**src/rtl/demux_pkg.sv**
```systemverilog
// Shared types for the 1-to-4 stream demux.
// Build option: DEMUX_CNT_EN adds per-output transfer counters.
package demux_pkg;
  localparam int N_OUT = 4;
  typedef logic [1:0] sel_t;
endpackage

```
**src/rtl/demux_out_slot.sv**
```systemverilog
// One-entry output buffer of the stream demux.
// Build option: DEMUX_CNT_EN adds a wrapping drain counter.
module demux_out_slot
  import demux_pkg::*;
#(
  parameter int W     = 4,
  parameter int CNT_W = 8
) (
  input  logic         clk,
  input  logic         rst_n,
  input  logic         load,
  input  logic [W-1:0] in_data,
  output logic         out_valid,
  input  logic         out_ready,
  output logic [W-1:0] out_data
`ifdef DEMUX_CNT_EN
  ,
  output logic [CNT_W-1:0] cnt
`endif
);

  logic drain;

  assign drain = out_valid & out_ready;

  // A load wins over a drain: the old beat leaves, the new one lands.
  always_ff @(posedge clk or negedge rst_n) begin
    if (!rst_n) begin
      out_valid <= 1'b0;
      out_data  <= '0;
    end else if (load) begin
      out_valid <= 1'b1;
      out_data  <= in_data;
    end else if (drain) begin
      out_valid <= 1'b0;
    end
  end

`ifdef DEMUX_CNT_EN
  always_ff @(posedge clk or negedge rst_n) begin
    if (!rst_n)
      cnt <= '0;
    else if (drain)
      cnt <= cnt + 1'b1;
  end
`endif

endmodule

```
**src/rtl/stream_demux_1_4.sv**
```systemverilog
// Registered 1-to-4 valid/ready stream demultiplexer.
// Build option: DEMUX_CNT_EN exposes xfer_cnt.
module stream_demux_1_4
  import demux_pkg::*;
#(
  parameter int W     = 4,
  parameter int CNT_W = 8
) (
  input  logic               clk,
  input  logic               rst_n,
  input  logic               up_valid,
  output logic               up_ready,
  input  sel_t               up_sel,
  input  logic [W-1:0]       up_data,
  output logic [N_OUT-1:0]   down_valid,
  input  logic [N_OUT-1:0]   down_ready,
  output logic [N_OUT*W-1:0] down_data
`ifdef DEMUX_CNT_EN
  ,
  output logic [N_OUT*CNT_W-1:0] xfer_cnt
`endif
);

  logic [N_OUT-1:0] load;

  // No path from up_valid to up_ready.
  assign up_ready = ~down_valid[up_sel] | down_ready[up_sel];

  always_comb begin
    load = '0;
    load[up_sel] = up_valid & up_ready;
  end

  for (genvar i = 0; i < N_OUT; i++) begin : g_slot
    demux_out_slot #(
      .W     (W),
      .CNT_W (CNT_W)
    ) u_slot (
      .clk       (clk),
      .rst_n     (rst_n),
      .load      (load[i]),
      .in_data   (up_data),
      .out_valid (down_valid[i]),
      .out_ready (down_ready[i]),
      .out_data  (down_data[i*W +: W])
`ifdef DEMUX_CNT_EN
      ,
      .cnt       (xfer_cnt[i*CNT_W +: CNT_W])
`endif
    );
  end

endmodule
```
**config.mk**
```make
export PLATFORM = sky130hd
export DESIGN_NAME = stream_demux_1_4
export DESIGN_NICKNAME = d
export VERILOG_FILES = /design/src/rtl/demux_pkg.sv /design/src/rtl/demux_out_slot.sv /design/src/rtl/stream_demux_1_4.sv
export SDC_FILE = /design/constraint.sdc
export NUM_CORES = 1
export LEC_CHECK = 0
export BUFFER_PORTS_ARGS = -buffer_cell sky130_fd_sc_hd__buf_2
export CAP_MARGIN = 20
export CORE_ASPECT_RATIO = 0.9
export CORE_UTILIZATION = 26
export CTS_CLUSTER_SIZE = 10
export DETAILED_ROUTE_END_ITERATION = 7
export SYNTH_ARGS = -nofsm -noshare
export SYNTH_HDL_FRONTEND = slang
export SYNTH_HIERARCHICAL = 1
export SYNTH_SLANG_ARGS = --single-unit
```
**constraint.sdc**
```tcl
create_clock -name clk -period 1.9 [get_ports clk]
set_input_delay 0.38 -clock clk [delete_from_list [all_inputs] [get_ports clk]]
set_output_delay 0.38 -clock clk [all_outputs]
set_load 0.05 [all_outputs]
```
# --- Word-level counts from Yosys, hierarchy flattened ---
# Index checks and enable logic that the tools add are counted.
totals:
  register_bits: 20
  latch_bits: 0
  mem_bits_rw: 0
  mem_bits_ro: 0
  in_bits: 13
  output_inout_bits: 21
  elab_cells: 37
  memories: 0
op_classes:
  addsub: 0
  multipliers: 0
  div: 0
  magnitude_cmp: 2
  eq_ne: 0
  shift: 0
  n_mux: 14
  bitwise: 8
  n_reduce_logical: 5
ops:
  columns: ["operator", "count"]
  rows:
  - ["1-bit two-way mux", 11]
  - ["2-bit nonzero test", 4]
  - ["1-bit bitwise AND", 5]
  - ["4-bit bitwise AND", 1]
  - ["1-bit binary-select mux with 2-bit select", 2]
  - ["2-bit by 3-bit < comparator with 1-bit output (second input constant)", 1]
  - ["1-bit demux with 2-bit select", 1]
  - ["2-bit by 1-bit greater-or-equal comparator with 1-bit output (second input constant)", 1]
  - ["1-bit logical AND", 1]
  - ["1-bit inverter", 1]
  - ["1-bit bitwise OR", 1]

# --- Depth between registers and ports, before layout ---
# Gate-level depths: netlist (run 1).
logic_depth:
  ltp_word: 7
  ltp_mapped: 3
  depth_no_buf: 3

# --- By module ---
# Netlist (run 1), hierarchy kept.
modules_own_cells:
  columns: ["mod", "instances", "cells_each", "area_each_um2", "seq_area_each_um2"]
  rows:
  - ["demux_out_slot", 4, 11, 182.7, 125.1]
  - ["stream_demux_1_4", 1, 9, 101.3, 0.0]

# --- Least setup slack after synthesis (run 1) ---
# OpenSTA, ideal clock, no wires.
synth_timing:
  path_kind: "reg-to-reg"
  start: "register g_slot[0].u_slot.out_valid"
  end: "register g_slot[0].u_slot.out_data[0]"
  setup_time_ns: 0.125
  t_arrival_ns: 1.667
  t_required_ns: 1.775
  setup_slack_ns: 0.108
  path_stages_with_launch: 4
  n_path_buf: 0
  synth_period_minus_slack_ns: 1.792
  cell_sequence: "dfrtp_1 -> nand2b_1 -> nor4bb_1 -> mux2_2"
synth_between:
  elab_chain_cells: 6
synth_lines:
  columns: ["item", "line", "rtl"]
  rows:
  - ["from (decl)", "demux_out_slot.sv:13", "output logic out_valid,"]
  - ["from (signal assigned)", "demux_out_slot.sv:29", "out_valid <= 1'b0;"]
  - ["from (signal assigned)", "demux_out_slot.sv:32", "out_valid <= 1'b1;"]
  - ["from (signal assigned)", "demux_out_slot.sv:35", "out_valid <= 1'b0;"]
  - ["1-bit binary-select mux with 2-bit select", "stream_demux_1_4.sv:27", "assign up_ready = ~down_valid[up_sel] | down_ready[up_sel];"]
  - ["1-bit two-way mux (not written as such)", "stream_demux_1_4.sv:27", null]
  - ["1-bit inverter", "stream_demux_1_4.sv:27", null]
  - ["1-bit bitwise OR", "stream_demux_1_4.sv:27", null]
  - ["1-bit bitwise AND", "stream_demux_1_4.sv:31", "load[up_sel] = up_valid & up_ready;"]
  - ["4-bit bitwise AND (no line)", null, null]
  - ["net load[0]", "stream_demux_1_4.sv:24", "logic [N_OUT-1:0] load;"]
  - ["to (signal assigned)", "demux_out_slot.sv:33", "out_data <= in_data;"]
  - ["to (decl)", "demux_out_slot.sv:15", "output logic [W-1:0] out_data"]
# The timed path passes the listed nets, and every way through them passes these cells. The select of a mux whose other input is x is not followed.
# A chain may end at the register's enable or synchronous reset.

# --- Worst setup path in the final report (run 1) ---
layout_timing:
  start: "register g_slot[3].u_slot.out_valid"
  end: "output up_ready"
layout_between:
  elab_chain_cells: 4
layout_lines:
  columns: ["item", "line", "rtl"]
  rows:
  - ["from (decl)", "demux_out_slot.sv:13", null]
  - ["from (signal assigned)", "demux_out_slot.sv:29", null]
  - ["from (signal assigned)", "demux_out_slot.sv:32", null]
  - ["from (signal assigned)", "demux_out_slot.sv:35", null]
  - ["1-bit binary-select mux with 2-bit select", "stream_demux_1_4.sv:27", null]
  - ["1-bit two-way mux (not written as such)", "stream_demux_1_4.sv:27", null]
  - ["1-bit inverter", "stream_demux_1_4.sv:27", null]
  - ["1-bit bitwise OR", "stream_demux_1_4.sv:27", null]
  - ["to (decl)", "stream_demux_1_4.sv:12", "output logic up_ready,"]
# Every way passes these cells. The select of a mux whose other input is x is not followed.

==> results.sh, run 1 <==
export IMPL_placementRows=19
export IMPL_drive_gt1_share_pct=66.67
export IMPL_worstSetupPathType="reg2out"
export IMPL_synthCells=53
export IMPL_die_w_microns=61.63
export IMPL_status="finished, final reports clean"
export IMPL_reg2reg_from="g_slot[3].u_slot/out_valid$_DFFE_PN0P_"
export IMPL_internal_power_uw=712.0
export IMPL_nets=105
export IMPL_worstSetupEndpointType="output port"
export IMPL_grt_pass1_wl_mm=2.628
export IMPL_dieArea_sq_um=3431
export IMPL_fin_crit_ps=1817
export IMPL_worstSetupStartpointType="flop"
export IMPL_p_sw_uw=511.9
export IMPL_place_gp_congestion=0.6052
export IMPL_syn_nets=66
export IMPL_routed_wl_mm=1.594
export IMPL_antenna_found_initial=0
export IMPL_yosys_area_share_adder_pct=0
export IMPL_first_iter_violations=3
export IMPL_fin_cells=132
export IMPL_worstMarginPinSlew_ps=430.7
export IMPL_clkPwrFrac_pct=14.7
export IMPL_critPathBufInv=1
export IMPL_ys_seq_area_share_pct=60.15
export IMPL_max_freq_ghz=0.5503
export IMPL_clock_sinks=20
export IMPL_power_density_nw_per_um2=1133
export IMPL_cts_tree="yes"
export IMPL_fin_crit_sh_pct=95.64
export IMPL_max_clock_path_buffers=2
export IMPL_area_delta_synth_final_pct=29.77
export IMPL_synth_compound_area_share_pct=4.211
export IMPL_yosys_warnings=6
export IMPL_synthesis_area_sq_um=832.0
export IMPL_skew_ps=3.687
export IMPL_relSlewSlack_pct=71.29
export IMPL_synth_top_area_share_pct=60.15
export IMPL_p_leak_nw=0.5473
export IMPL_grt_overflow_total=0
export IMPL_crit_slowest_cell="mux4_2"
export IMPL_core_area_sq_um=3043
export IMPL_drv_cap=0
export IMPL_io_buffers=33
export IMPL_drv_slew=0
export IMPL_h_tree_depth=1
export IMPL_hold_class="in2async"
export IMPL_vias=563
export IMPL_post_cts_setup_buffers=0
export IMPL_cts_resized=0
export IMPL_yosysTopAreaCell="dfrtp_1"
export IMPL_crit_arrival_ps=1440
export IMPL_insertion_delay_ps=280
export IMPL_worst_r2r_endpoint="g_slot[3].u_slot/out_data[1]$_DFFE_PN0P_"
export IMPL_tns_ps=0
export IMPL_via_per_inst=4.265
export IMPL_grt_usage_pct=10.49
export IMPL_dpl_hpwl_mm=1.249
export IMPL_num_antenna_cells=0
export IMPL_ant_nets=0
export IMPL_cp_required_ps=1520
export IMPL_synth_seq_cells=20
export IMPL_postCtsHoldBufs=0
export IMPL_r2r_slack_ps=550
export IMPL_p_total_mw=1.224
export IMPL_synth_xor_area_share_pct=0
export IMPL_synth_area_per_cell_sq_um=15.70
export IMPL_cts_made_buffers=3
export IMPL_ios=34
export IMPL_critPathMaxFanout=3
export IMPL_synth_top_family_by_area="multiplexers"
export IMPL_path_clk_slew_ps=100
export IMPL_dieHeight_microns=55.67
export IMPL_synthTopCellsByArea="dfrtp_1 (60%), mux2_2 (22%), a21o_2 (4.2%)"
export IMPL_muxShareOfSynthArea_pct=24.36
export IMPL_start_util_pct=27.34
export IMPL_first_global_vias=563
export IMPL_pre_cts_ws_ps=224.5
export IMPL_cp_top_family="multiplexers"
export IMPL_max_stage_delay_ps=450
export IMPL_seqPwrFrac_pct=44.4
export IMPL_rsz0062_at_grt="false"
export IMPL_ys_types=10
export IMPL_dp_cells=129
export IMPL_netSwitchingFraction_pct=41.83
export IMPL_drc=0
export IMPL_peakVddDrop_mv=0.4864
export IMPL_route_detailed_wl_per_inst_microns=12.08
export IMPL_p_comb_share_pct=40.9
export IMPL_reg2regPathDepth=3
export IMPL_grt_max_degree=21
export IMPL_hold_viol=0
export IMPL_worst_slack_ps=82.88
export IMPL_crit_chain="nand2b_4 -> mux4_2 -> buf_2"
export IMPL_yosys_area_share_simple_pct=9.474
export IMPL_clock_root_buffer="clkbuf_4"
export IMPL_dr_pass1_iters=2
export IMPL_finalSetupViolCount=0
[synthesized netlist by cell type]
cell type  number
a21o_2          4
and4_1          1
and4b_1         2
dfrtp_1        20
inv_1           4
mux2_2         16
mux4_2          1
nand2b_1        2
nand2b_4        2
nor4bb_1        1
[worst max path at each step]
stage                                                 startpoint                                       end  slack, ps  cells past startpoint
after floorplan           g_slot[0].u_slot/out_valid$_DFFE_PN0P_  g_slot[0].u_slot/out_data[0]$_DFFE_PN0P_        110                      3
after global placement                             down_ready[0]                                  up_ready        220                      4
after detailed placement                           down_ready[2]                                  up_ready        220                      4
after CTS                 g_slot[3].u_slot/out_valid$_DFFE_PN0P_                                  up_ready         60                      3
after global routing      g_slot[1].u_slot/out_valid$_DFFE_PN0P_                                  up_ready         20                      3
final                     g_slot[3].u_slot/out_valid$_DFFE_PN0P_                                  up_ready         80                      3
[final cells by class]
| type | instances | area [sq um] |
|---|---|---|
| well taps | 42 | 52.55 |
| multi-input cells | 29 | 316.6 |
| clock buffers | 3 | 22.52 |
| flip-flops and latches | 20 | 500.5 |
| repair buffers | 34 | 172.7 |
| fillers | 329 | 1963 |
| inverters | 4 | 15.01 |
[cells in the final DEF (no fill, tap or decap)]
cell       n
nand2b_1   2
nor4bb_1   1
mux2_2    16
and4b_1    2
buf_4      1
nand2b_4   2
buf_2     33
clkbuf_4   3
inv_1      4
and4_1     1
mux4_2     1
dfrtp_1   20
a21o_2     4
[per-stage QoR]
stage               cell area (sq um)  hold slack [ps]  utilization (%)
detailed placement               1057            349.8            34.75
global route                     1080            27.14            35.49
finish                           1080            21.44            35.49
global placement                 1057            343.0            34.75
CTS                              1080            21.38            35.49
floorplan                       832.0            84.41                -
[routing by layer]
metal,GRT usage [%],vias to the layer above,share of wire [%]
li1,-,268,-
met1,13.55,277,43
met2,17.51,18,51
met3,1.395,0,5.1
met4,3.810,0,0
met5,0,-,0
[cells by family (layout without fill, tap and decap cells)]
family | count (synthesis) | in the layout
AO/OA/AOI/OAI | 4 | 4
buffers and inverters | 4 | 41
AND/OR/NAND/NOR | 8 | 8
multiplexers | 17 | 17
flip-flops | 20 | 20
[power groups by stage]
stage	clock network [mW]	registers, mW	logic [mW]
2_1_floorplan	0	0.832	0.0955
3_3_place_gp	0	0.551	0.500
3_5_place_dp	0	0.553	0.505
4_1_cts	0.200	0.546	0.505
5_1_grt	0.217	0.558	0.522
6_report	0.181	0.543	0.500
[state kept, by name, summed over array words and instances (netlist names)]
name,count
g_slot.u_slot/out_data,16
g_slot.u_slot/out_valid,4
Power figures use the tool's default switching activity.
==> run 2, diff against run 1 <==
==> constraint.sdc (replaced) <==
create_clock -name clk -period 1.6 [get_ports clk]
set_input_delay 0.32 -clock clk [delete_from_list [all_inputs] [get_ports clk]]
set_output_delay 0.32 -clock clk [all_outputs]
set_load 0.05 [all_outputs]
==> run 2 against run 1 <==
Net effect:
- the run now ends with negative setup slack left
- global-route usage rose by 0.88 points
- via count rose by 1.4%
- sequential power rose by 19%
- combinational power rose by 22%
- setup slack got worse by 190 ps
- die area did not move
- largest power group unchanged
- critical endpoint unchanged
- first-iteration DRC count rose to 6.3 times the previous value
- core utilization rose by 1.8 points
- count of clock-buffer cells in the layout did not move
- register-to-register slack got worse by 320 ps
- sequential share of layout area fell by 1.8 points
==> results.sh, run 2 (synthesized netlist as in run 1, its figures left out) <==
export IMPL_area_delta_synth_final_pct=36.24
export IMPL_start_util_pct=27.34
export IMPL_cts_made_buffers=3
export IMPL_p_leak_nw=0.5675
export IMPL_place_gp_congestion=0.6240
export IMPL_reg_top3="g_slot.u_slot/out_data x16, g_slot.u_slot/out_valid x4"
export IMPL_design_area_sq_um=1134
export IMPL_vias=571
export IMPL_first_iter_violations=19
export IMPL_n_fill_cell=331
export IMPL_fin_crit_sh_pct=106.6
export IMPL_cts_tree="yes"
export IMPL_clock_root_buffer="clkbuf_4"
export IMPL_rsz0062_at_grt="true"
export IMPL_grt_max_degree=21
export IMPL_worstSetupStartpointType="flop"
export IMPL_worstSetupEndpointType="output port"
export IMPL_peakVddDrop_mv=0.6625
export IMPL_core_area_sq_um=3043
export IMPL_num_antenna_cells=0
export IMPL_worst_slack_ps=-105.5
export IMPL_worstSetupPathType="reg2out"
export IMPL_route_detailed_wl_per_inst_microns=12.43
export IMPL_place_area_sq_um=1069
export IMPL_status="complete, but fails checks"
export IMPL_ant_nets=0
export IMPL_grt_pass1_wl_mm=2.753
export IMPL_drive_gt1_share_pct=73.12
export IMPL_reg2regPathDepth=3
export IMPL_insertion_delay_ps=280
export IMPL_crit_arrival_ps=1390
export IMPL_hold_class="in2reg"
export IMPL_die_w_microns=61.63
export IMPL_drv_cap=0
export IMPL_tns_ps=-105.5
export IMPL_max_clock_path_buffers=2
export IMPL_multi_input_area_sq_um=330.3
export IMPL_dpl_hpwl_mm=1.304
export IMPL_final_cell_mix="buf_2 (32), mux2_2 (16), dfrtp_1 (16)"
export IMPL_drv_slew=0
export IMPL_ios=34
export IMPL_h_tree_depth=1
export IMPL_dieHeight_microns=55.67
export IMPL_first_global_vias=583
export IMPL_antenna_found_initial=0
export IMPL_clock_sinks=20
export IMPL_grt_overflow_total=0
export IMPL_fin_crit_ps=1706
export IMPL_routed_wl_mm=1.678
export IMPL_relSlewSlack_pct=70.30
export IMPL_dr_pass1_iters=4
export IMPL_placementRows=19
export IMPL_path_clk_slew_ps=100
export IMPL_nets=108
export IMPL_finalSetupViolCount=1
export IMPL_drc=0
export IMPL_via_per_inst=4.230
export IMPL_whs_path_depth=2
export IMPL_largest_reg_flops=16
export IMPL_reg2reg_from="g_slot[2].u_slot/out_valid$_DFFE_PN0P_"
export IMPL_crit_path_start="g_slot[3].u_slot/out_valid$_DFFE_PN0P_"
export IMPL_max_freq_ghz=0.5863
export IMPL_top_register="g_slot.u_slot/out_data"
export IMPL_power_density_nw_per_um2=1305
export IMPL_p_total_mw=1.479
export IMPL_worstMarginPinSlew_ps=445.5
export IMPL_skew_ps=3.473
export IMPL_grt_usage_pct=11.37
export IMPL_dieArea_sq_um=3431
export IMPL_violations="negative setup slack"
export IMPL_worstHoldStart="up_data[3]"
export IMPL_cp_required_ps=1280
export IMPL_critPathMaxFanout=2
export IMPL_final_common_cell="buf_2"
export IMPL_io_buffers=33
export IMPL_hold_viol=0
export IMPL_regArea_sq_um=505.5
==> run 2: what timing repair did <==
action                                 CTS  global route
setup endpoints to repair                1             1
gates resized for setup                  2             2
hold buffers                             1             0
buffers inserted                         1             1
endpoints found under the hold margin   20             0
==> run 2: worst paths after layout <==
check,to,slack [ps]
setup reg to reg,g_slot[2].u_slot/out_data[3]$_DFFE_PN0P_,230
setup / recovery,up_ready,-110
hold / removal,g_slot[1].u_slot/out_data[3]$_DFFE_PN0P_,300
hold reg to reg,g_slot[0].u_slot/out_data[1]$_DFFE_PN0P_,510
min in group asynchronous,g_slot[3].u_slot/out_data[3]$_DFFE_PN0P_,500
max in group asynchronous,g_slot[1].u_slot/out_valid$_DFFE_PN0P_,760
==> run 2: power breakdown <==
group	internal, mW	switching (mW)	total [mW]
Clock	0.0874	0.133	0.220
Sequential	0.599	0.0481	0.647
Combinational	0.173	0.439	0.612
Total	0.859	0.620	1.48
==> run 2: stage by stage <==
stage	hold slack, ps	worst slack [ps]	utilization, %	cells
2_1_floorplan	24.41	60.06	-	53
3_3_place_gp	279.2	46.89	35.12	129
3_5_place_dp	292.9	25.16	35.12	129
4_1_cts	283.4	-127.1	36.64	134
5_1_grt	264.7	-190.7	37.25	135
6_report	296.9	-105.5	37.25	135
==> run 2: critical path, stage by stage, from the launching register on <==
cell      delay [ps]
dfrtp_2          400
nand2b_4          50
mux4_2           480
buf_8            170
==> run 2: per-layer routing <==
metal	global-route usage (%)	up-vias	part of all wire [%]
met5	0	-	0
li1	-	273	-
met1	16.02	276	45
met2	17.36	20	50
met3	1.395	2	5.2
met4	4.762	0	0.36
==> run 2: area by class of cell <==
class	instances	share of cell area [%]
tap	42	4.636
multi-input combinational	29	29.14
sequential	20	44.59
timing repair buffer	37	18.32
inverter	4	1.325
clock buffer	3	1.987
